--- src/rtl/ps2_host_rx_pkg.sv ---
// ----------------------------------------------------------------------------
// | Module   : ps2_host_rx_pkg                                               |
// | Brief    : PS/2 frame constants and receiver FSM state encodings          |
// | Revision : 1.0                                                           |
// ----------------------------------------------------------------------------
`default_nettype none

package ps2_host_rx_pkg;

   localparam int   PS2_DATA_BITS = 8;
   localparam logic PS2_START_BIT = 1'b0;
   localparam logic PS2_STOP_BIT  = 1'b1;

   // Encodings are shared with the PS/2 host transmitter.
   typedef enum logic [1:0] {
      ST_IDLE   = 2'd0,
      ST_DATA   = 2'd1,
      ST_PARITY = 2'd2,
      ST_STOP   = 2'd3
   } ps2_state_t;

endpackage

`default_nettype wire

--- src/rtl/ps2_line_filter.sv ---
// ----------------------------------------------------------------------------
// | Module   : ps2_line_filter                                               |
// | Brief    : 2-flop synchroniser plus run-length glitch filter, idles high  |
// | Revision : 1.0                                                           |
// ----------------------------------------------------------------------------
`default_nettype none

module ps2_line_filter #(
   parameter int FILTER_LEN = 8
) (
   input  logic clk,
   input  logic reset,
   input  logic line_in,
   output logic line_out
);

   localparam int c_cnt_w = (FILTER_LEN > 2) ? $clog2(FILTER_LEN) : 1;

   logic [1:0]         r_sync;
   logic [c_cnt_w-1:0] r_cnt;
   logic               r_level;

   // Level flips only after FILTER_LEN consecutive synced samples disagree with it.
   always_ff @(posedge clk or posedge reset) begin
      if (reset) begin
         r_sync  <= 2'b11;
         r_cnt   <= '0;
         r_level <= 1'b1;
      end else begin
         r_sync <= {r_sync[0], line_in};
         if (r_sync[1] == r_level) begin
            r_cnt <= '0;
         end else if (r_cnt == c_cnt_w'(FILTER_LEN - 1)) begin
            r_level <= r_sync[1];
            r_cnt   <= '0;
         end else begin
            r_cnt <= r_cnt + c_cnt_w'(1);
         end
      end
   end

   assign line_out = r_level;

endmodule

`default_nettype wire

--- src/rtl/ps2_host_rx.sv ---
// ----------------------------------------------------------------------------
// | Module   : ps2_host_rx                                                   |
// | Brief    : Host-side PS/2 receiver with error reporting and byte FIFO     |
// | Revision : 1.0                                                           |
// ----------------------------------------------------------------------------
`default_nettype none

module ps2_host_rx
   import ps2_host_rx_pkg::*;
#(
   parameter int FILTER_LEN     = 8,
   parameter int TIMEOUT_CYCLES = 10000,
   parameter int FIFO_AW        = 2
) (
   input  logic               clk,
   input  logic               reset,
   input  logic               ps2_clk,
   input  logic               ps2_dat,
   output logic [7:0]         rx_data,
   output logic               rx_valid,
   input  logic               rx_ack,
   output logic [FIFO_AW:0]   fifo_level,
   output logic               busy,
   output logic               parity_err,
   output logic               frame_err,
   output logic               overrun,
   input  logic               err_clear
);

   localparam int c_depth = 2 ** FIFO_AW;
   localparam int c_tmo_w = $clog2(TIMEOUT_CYCLES);
   localparam int c_bit_w = $clog2(PS2_DATA_BITS);

   logic w_clk_f, w_dat_f, r_clk_f_q, w_sample;

   ps2_line_filter #(.FILTER_LEN(FILTER_LEN)) u_clk_filter (
      .clk(clk), .reset(reset), .line_in(ps2_clk), .line_out(w_clk_f));
   ps2_line_filter #(.FILTER_LEN(FILTER_LEN)) u_dat_filter (
      .clk(clk), .reset(reset), .line_in(ps2_dat), .line_out(w_dat_f));

   assign w_sample = r_clk_f_q & ~w_clk_f;

   ps2_state_t         r_state, w_state_nxt;
   logic [c_bit_w-1:0] r_bitcnt, w_bitcnt_nxt;
   logic [7:0]         r_sh, w_sh_nxt;
   logic               r_par_ok, w_par_ok_nxt;
   logic [c_tmo_w-1:0] r_tmo_cnt;
   logic               w_tmo_hit, w_push, w_par_err, w_frm_err;

   assign w_tmo_hit = (r_tmo_cnt == c_tmo_w'(TIMEOUT_CYCLES - 1));

   always_ff @(posedge clk or posedge reset) begin
      if (reset) begin
         r_clk_f_q  <= 1'b1;
         r_state    <= ST_IDLE;
         r_bitcnt   <= '0;
         r_sh       <= '0;
         r_par_ok   <= 1'b0;
         r_tmo_cnt  <= '0;
         parity_err <= 1'b0;
         frame_err  <= 1'b0;
      end else begin
         r_clk_f_q  <= w_clk_f;
         r_state    <= w_state_nxt;
         r_bitcnt   <= w_bitcnt_nxt;
         r_sh       <= w_sh_nxt;
         r_par_ok   <= w_par_ok_nxt;
         parity_err <= w_par_err;
         frame_err  <= w_frm_err;
         if (r_state == ST_IDLE || w_sample || w_tmo_hit)
            r_tmo_cnt <= '0;
         else
            r_tmo_cnt <= r_tmo_cnt + c_tmo_w'(1);
      end
   end

   always_comb begin
      w_state_nxt  = r_state;
      w_bitcnt_nxt = r_bitcnt;
      w_sh_nxt     = r_sh;
      w_par_ok_nxt = r_par_ok;
      w_push       = 1'b0;
      w_par_err    = 1'b0;
      w_frm_err    = 1'b0;
      if (w_sample) begin
         case (r_state)
            ST_IDLE: begin
               if (w_dat_f == PS2_START_BIT) begin
                  w_state_nxt  = ST_DATA;
                  w_bitcnt_nxt = '0;
               end
            end
            ST_DATA: begin
               w_sh_nxt     = {w_dat_f, r_sh[7:1]};
               w_bitcnt_nxt = r_bitcnt + c_bit_w'(1);
               if (r_bitcnt == c_bit_w'(PS2_DATA_BITS - 1))
                  w_state_nxt = ST_PARITY;
            end
            ST_PARITY: begin
               w_par_ok_nxt = ^{r_sh, w_dat_f};
               w_state_nxt  = ST_STOP;
            end
            default: begin
               w_push      = (w_dat_f == PS2_STOP_BIT) && r_par_ok;
               w_par_err   = !r_par_ok;
               w_frm_err   = (w_dat_f != PS2_STOP_BIT);
               w_state_nxt = ST_IDLE;
            end
         endcase
      end else if (r_state != ST_IDLE && w_tmo_hit) begin
         // Device stopped clocking mid-frame: drop the partial byte.
         w_frm_err   = 1'b1;
         w_sh_nxt    = '0;
         w_state_nxt = ST_IDLE;
      end
   end

   assign busy = (r_state != ST_IDLE);

   logic [7:0]         r_mem [c_depth];
   logic [FIFO_AW-1:0] r_wr_ptr, r_rd_ptr;
   logic [FIFO_AW:0]   r_level;
   logic               w_full, w_pop, w_push_ok, w_ovr_set;

   assign w_full    = (r_level == (FIFO_AW + 1)'(c_depth));
   assign w_pop     = rx_ack & rx_valid;
   assign w_push_ok = w_push & (~w_full | w_pop);
   assign w_ovr_set = w_push & w_full & ~w_pop;

   always_ff @(posedge clk or posedge reset) begin
      if (reset) begin
         for (int i = 0; i < c_depth; i++) r_mem[i] <= '0;
         r_wr_ptr <= '0;
         r_rd_ptr <= '0;
         r_level  <= '0;
         overrun  <= 1'b0;
      end else begin
         if (w_push_ok) begin
            r_mem[r_wr_ptr] <= r_sh;
            r_wr_ptr        <= r_wr_ptr + FIFO_AW'(1);
         end
         if (w_pop)
            r_rd_ptr <= r_rd_ptr + FIFO_AW'(1);
         if (w_push_ok && !w_pop)
            r_level <= r_level + (FIFO_AW + 1)'(1);
         else if (!w_push_ok && w_pop)
            r_level <= r_level - (FIFO_AW + 1)'(1);
         // A fresh overrun outranks a simultaneous clear.
         if (w_ovr_set)
            overrun <= 1'b1;
         else if (err_clear)
            overrun <= 1'b0;
      end
   end

   assign rx_valid   = (r_level != '0);
   assign rx_data    = r_mem[r_rd_ptr];
   assign fifo_level = r_level;

endmodule

`default_nettype wire

--- config.mk ---
export PLATFORM = sky130hd
export DESIGN_NAME = ps2_host_rx
export DESIGN_NICKNAME = d
export VERILOG_FILES = /design/src/rtl/ps2_host_rx_pkg.sv /design/src/rtl/ps2_line_filter.sv /design/src/rtl/ps2_host_rx.sv
export SDC_FILE = /design/constraint.sdc
export NUM_CORES = 1
export LEC_CHECK = 0
export CAP_MARGIN = 20
export CORE_MARGIN = 2
export CORE_UTILIZATION = 59
export CTS_CLUSTER_DIAMETER = 80
export DETAILED_ROUTE_END_ITERATION = 7
export HOLD_SLACK_MARGIN = 0.12
export PLACE_DENSITY = 0.84
export SLEW_MARGIN = 15
export SYNTH_ARGS = -nofsm -noshare
export SYNTH_HDL_FRONTEND = slang
export SYNTH_SLANG_ARGS = --single-unit
--- constraint.sdc ---
create_clock -name clk -period 3.5 [get_ports clk]
set_input_delay 1.05 -clock clk [delete_from_list [all_inputs] [get_ports clk]]
set_output_delay 1.05 -clock clk [all_outputs]
set_load 0.01 [all_outputs]
---- Word level (Yosys, flattened, before mapping) ----
Index checks and enable logic that the tools add are counted.
operators by class
  reduce and logical (&&, ||, !) cells .... 25
  $add $sub $neg .......................... 8
  multiplexer cells ....................... 32
  order comparisons ....................... 3
  eq/ne operators ......................... 13
  bitwise operators ....................... 14
operator list
  kind                     number
  $mux W8                  6
  $bwmux W32               1
  $mux W3                  7
  $bmux W8 S2              1
  $demux W8 S2             1
  $add A14 B1 Y14 const B  1
  $eq A14 B14 Y1 const B   1
  $mux W14                 1
  $add A3 B1 Y3 const B    4
  $eq A3 B3 Y1 const B     4
  $reduce_bool A2 Y1       5
  $mux W1                  9
  $reduce_xor A9 Y1        1
  $mux W2                  4
  $reduce_and A2 Y1        4
  $ge A3 B3 Y1 const B     2
  $ne A3 B3 Y1 const B     2
  $not A1 Y1               6
  $not A2 Y3               2
  $pmux W2 S3              1
  $pmux W3 S2              1
  $reduce_and A3 Y1        2
  $and A1 B1 Y1            5
  $logic_and A1 B1 Y1      5
  other kinds (14)         19
word-level totals
  word-level logic and storage cells ...... 117
  bits of input ports ..................... 6
  bits in registers ....................... 83

---- Longest topological paths before layout ----
  depth after elaboration ................. 9
  mapped depth ............................ 10
  mapped depth without buffers ............ 9

---- Cells and area by module ----
From an unflattened synthesis, not the netlist that was laid out.
second synthesis, totals
  cell total of the unflattened synthesis .. 285
  area, all modules ....................... 3,788.6 um^2
by module, submodules not included
  module           cells each  instances  area an instance (um^2)  sequential area each (um^2)
  ps2_host_rx      257         1          3,333.2                  1,778.0
  ps2_line_filter  14          2          227.7                    153.9

---- Worst setup path before layout ----
Ideal clock, no wire load.
  path type ............................... input to register
  from .................................... input rx_ack
  to ...................................... register r_level[1], in the netlist fifo_level[1]
  setup time .............................. 0.125 ns
  cell stages on the path ................. 7
  arrival time ............................ 2.516 ns
  buffers on the path ..................... 1
  required time ........................... 3.375 ns
  path slack .............................. 0.859 ns
  path through ............................ nor4b_1 nor3b_1 buf_2 ha_1 inv_1 fa_1 mux2_2
between the ends
  cells in the longest elaborated chain, start to end .. 6
RTL lines
  item                                 RTL line            source
  start, declared                      ps2_host_rx.sv:21   input logic rx_ack,
  $and A1 B1 Y1 *                      ps2_host_rx.sv:126  assign w_pop = rx_ack & rx_valid;
  $or A1 B1 Y1 *                       ps2_host_rx.sv:127  assign w_push_ok = w_push & (~w_full | w_pop);
  $and A1 B1 Y1 *                      ps2_host_rx.sv:127
  named net w_push_ok                  ps2_host_rx.sv:123  logic w_full, w_pop, w_push_ok, w_ovr_set;
  $logic_not A1 Y1                     ps2_host_rx.sv:146  else if (!w_push_ok && w_pop)
  $logic_and A1 B1 Y1                  ps2_host_rx.sv:146
  $reduce_bool A2 Y1 (no source line)  n/a
  end signal, assigned                 ps2_host_rx.sv:145  r_level <= r_level + (FIFO_AW + 1)'(1);
  end signal, assigned                 ps2_host_rx.sv:147  r_level <= r_level - (FIFO_AW + 1)'(1);
  end, declared                        ps2_host_rx.sv:122  logic [FIFO_AW:0] r_level;
Mark *: on every way through the listed nets, which the timed path passes. The rest lies on a longest branch.
A chain may end at the register's enable or synchronous reset.

---- Worst setup path after layout ----
  from .................................... register r_rd_ptr[0]
  to ...................................... output rx_data[2]
between the ends
  cells in the longest elaborated chain, start to end .. 4
RTL lines
  item                                         RTL line            source
  start, declared                              ps2_host_rx.sv:121  logic [FIFO_AW-1:0] r_wr_ptr, r_rd_ptr;
  start signal, assigned                       ps2_host_rx.sv:143  r_rd_ptr <= r_rd_ptr + FIFO_AW'(1);
  $not A2 Y3 (not written as such)             ps2_host_rx.sv:157  assign rx_data = r_mem[r_rd_ptr];
  $bmux W8 S2                                  ps2_host_rx.sv:157
  $mux W8 (not written as such) (2 in series)  ps2_host_rx.sv:157
  end, declared                                ps2_host_rx.sv:19   output logic [7:0] rx_data,
Every way passes these cells. The select of a mux whose other input is x is not followed.

==> run metrics <==
status=finished, final reports clean; Clk pwr share=just under 30%; crit-path cells=buf_4 > mux4_2 > clkdlybuf4s50_1; RSZ-0062 raised after global routing=false; Detailed Place HPWL=between 4000 and 5000 um; CP Data Required Time=2450 ps; clock skew=9.52 ps; Synth top area share=about 50%; Post-Syn Nets=between 300 and 400; met1 wire length=~2800 um; nature of the critical path startpoint=flip-flop; Place WS=approximately 390 ps; FP Rows=29; CP endpoint kind=output pin; highest metal used=met4; sw frac=29.9%; Cell Pwr Density=542 mW/mm^2; PortBufs=21; number of failing hold endpoints at the final stage=0; fin nets=approximately 340; worst skew pair latency=~360 ps; top post-synthesis cells by count=dfrtp_1 (76), mux2_2 (35), nor2_1 (22); Hold WC Path Type=reg -> reg; async set or reset register ratio after synthesis=between 90% and 100%; core area=between 0.006 and 0.007 mm^2; Slew Viols, Final=0; # hold bufs at CTS=0; GP Congestion=around 0.76; vias in the first global route=about 2300; cts repair resizes=0; gr usage total=19.3%; post-CTS setup buffers=0; gr ovfl total=0; Remaining DRCs=0; relative max-transition margin=about two thirds; P_sw=slightly below 700 uW; antenna-violating nets left=0; Final min period=about 3200 ps; #FFs+latches synth=83; fmax=roughly 310 MHz; TritonCTS clock tree=done; Area Growth Syn to Fin=13.2%; cell family with most CP delay=buffers and inverters; number of fillers in the final layout=around 460; Setup Viol. Count Final=0; vias per inst=approximately 5.5; Yosys cell types=40; Cell Int Power=around 1600 uW; sequential-to-total area share from yosys stat=between 50% and 60%; CP peak stage delay=around 540 ps; CP max-delay cell=dfrtp_1; count leader, synth=dfrtp_1; EDFF count, synth=0; pin count of the biggest net entering global routing=29; # diodes=0; Top FF cell, synth=dfrtp_1; Synth area leader=dfrtp_1; Syn. warnings=0; DRT Pass-1 Iters=4; first-pass GRT wire length=about 11000 um; Period Utilization, post-route=90.7%; Cells after Synth=just under 300; Clock Path Buffers=2; post-synthesis cell area=between 0.003 and 0.004 mm^2; WL met2=between 3000 and 4000 um; CP Buf/Inv Count=2; Util after Layout=68.4%; Top Ports=22; 1st-iter DRT viols=approximately 110; clock sink count=83; initial antenna violation count=0; Final Routed Wirelength=6270 um; CP arrival=around 2100 ps; sequential share of power=between 50% and 60%; Die ar.=just over 0.007 mm^2; met3 routed WL=~170 um; Mapped Avg Cell Area=between 10 and 15 um^2; Worst Path Max Fanout=6; Max-cap violations=0; worst vdd ir=0.419 mV; initial core utilization=about three fifths; CTS root buf=clkbuf_8; Slew @ Worst Pin=about 510 ps; Die Y=84.2 um; leakage power=between 0.002 and 0.0025 uW; total number of vias=between 2000 and 2500; Setup CP Type=reg -> out; clock buffer count from CTS=9; share of post-route cells with drive strength above 1=24.4%; Setup WS post-layout=approximately 320 ps; Area contributors post-synth=dfrtp_1 (50%), mux2_2 (10%), ha_1 (5.6%); Die X=approximately 84 um; setup TNS=0 ps; Clock Pin Slew Worst Setup and Hold Paths=roughly 80 ps; Avg WL per Cell=between 15 and 20 um; combinational share of power=a little over a fifth; htree depth=3
[worst paths after layout]
check	to	cells after the start	start	slack, ps
hold / removal	u_dat_filter.r_sync[1]	0	u_dat_filter.r_sync[0]	360
min in group asynchronous	r_tmo_cnt[10]	2	reset	1000
setup reg to reg	fifo_level[2]	8	u_dat_filter.line_out	1180
hold reg to reg	u_dat_filter.r_sync[1]	0	u_dat_filter.r_sync[0]	360
setup / recovery	rx_data[2]	3	r_rd_ptr[0]	320
max in group asynchronous	r_mem[8]	3	reset	1800
[registers in the layout (all words and copies together), names as in the netlist, 2 cells and up]
signal	cells
r_mem	32
r_tmo_cnt	14
r_sh	8
fifo_level	3
r_bitcnt	3
u_clk_filter.r_cnt	3
u_dat_filter.r_cnt	3
r_rd_ptr	2
r_state	2
r_wr_ptr	2
u_clk_filter.r_sync	2
u_dat_filter.r_sync	2
[worst register-to-register path: stages (launching register included)]
cell	delay [ps]
dfstp_2	630
and3_1	210
nor3b_1	290
ha_1	250
inv_1	60
fa_1	380
xor2_1	160
nor2_1	120
xor2_1	150
[cells by family after synthesis]
family	share of synthesized area (%)
muxes	15.4
and+or+nand+nor	10.8
adders and majority gates	6.13
DFF	55.0
AOI/OAI and AO/OA	3.69
buffers and inverters	2.37
xor gates and xnor gates	6.59
[power groups by stage]
| stage | Sequential [uW] | Combinational, uW | Clock [uW] |
|---|---|---|---|
| 2_1_floorplan | 1150 | 396 | 0 |
| 3_3_place_gp | 1180 | 474 | 0 |
| 3_5_place_dp | 1180 | 492 | 0 |
| 4_1_cts | 1160 | 498 | 696 |
| 5_1_grt | 1180 | 557 | 730 |
| 6_report | 1160 | 490 | 674 |
[metrics by stage]
stage | total power, uW | hold slack, ps | instance area, um^2 | instances
final | 2330 | 363 | 4300 | 401
after CTS | 2360 | 364 | 4300 | 401
after global placement | 1650 | 346 | 4100 | 385
after global routing | 2460 | 365 | 4300 | 401
after floorplan | 1540 | 345 | 3790 | 289
after detailed placement | 1670 | 350 | 4100 | 385
[layout make-up]
| cell class | count | area [um^2] | area share, % |
|---|---|---|---|
| Sequential cell | 83 | 2090 | 48.5 |
| Multi-Input combinational cell | 185 | 1620 | 37.7 |
| Timing Repair Buffer | 26 | 248 | 5.77 |
| Clock buffer | 11 | 141 | 3.29 |
| Tap cell | 77 | 96.3 | 2.24 |
| Inverter | 14 | 53.8 | 1.25 |
| Clock inverter | 5 | 52.6 | 1.22 |
[cells in the final DEF (no fill, tap or decap), drive strengths merged]
cell           count
and2               4
dfrtp             76
or4bb              1
nor4b              1
nor2              22
o22ai              1
a21oi              2
clkinvlp           1
clkbuf            11
xnor2             20
nor3b              3
or4                1
a22o               9
and3               1
inv               13
o21ai              5
mux2i              1
nand2b             4
clkdlybuf4s50     21
nor3               4
nor4               5
xnor3              1
clkinv             4
nand2             17
o32ai              1
bufinv             1
mux2              35
dfstp              7
xor2               6
nand3              9
ha                17
buf                5
nand4              2
mux4               8
fa                 1
o21bai             1
or3                1
nor2b              2
[per-layer routing]
layer / up-vias / track usage (%)
met5: - / 0
met4: 0 / 10.3
met3: 13 / 4.03
met2: 30 / 31.2
met1: 1118 / 24.7
li1: 1064 / -
No activity file was read; power rests on OpenSTA's default activity.
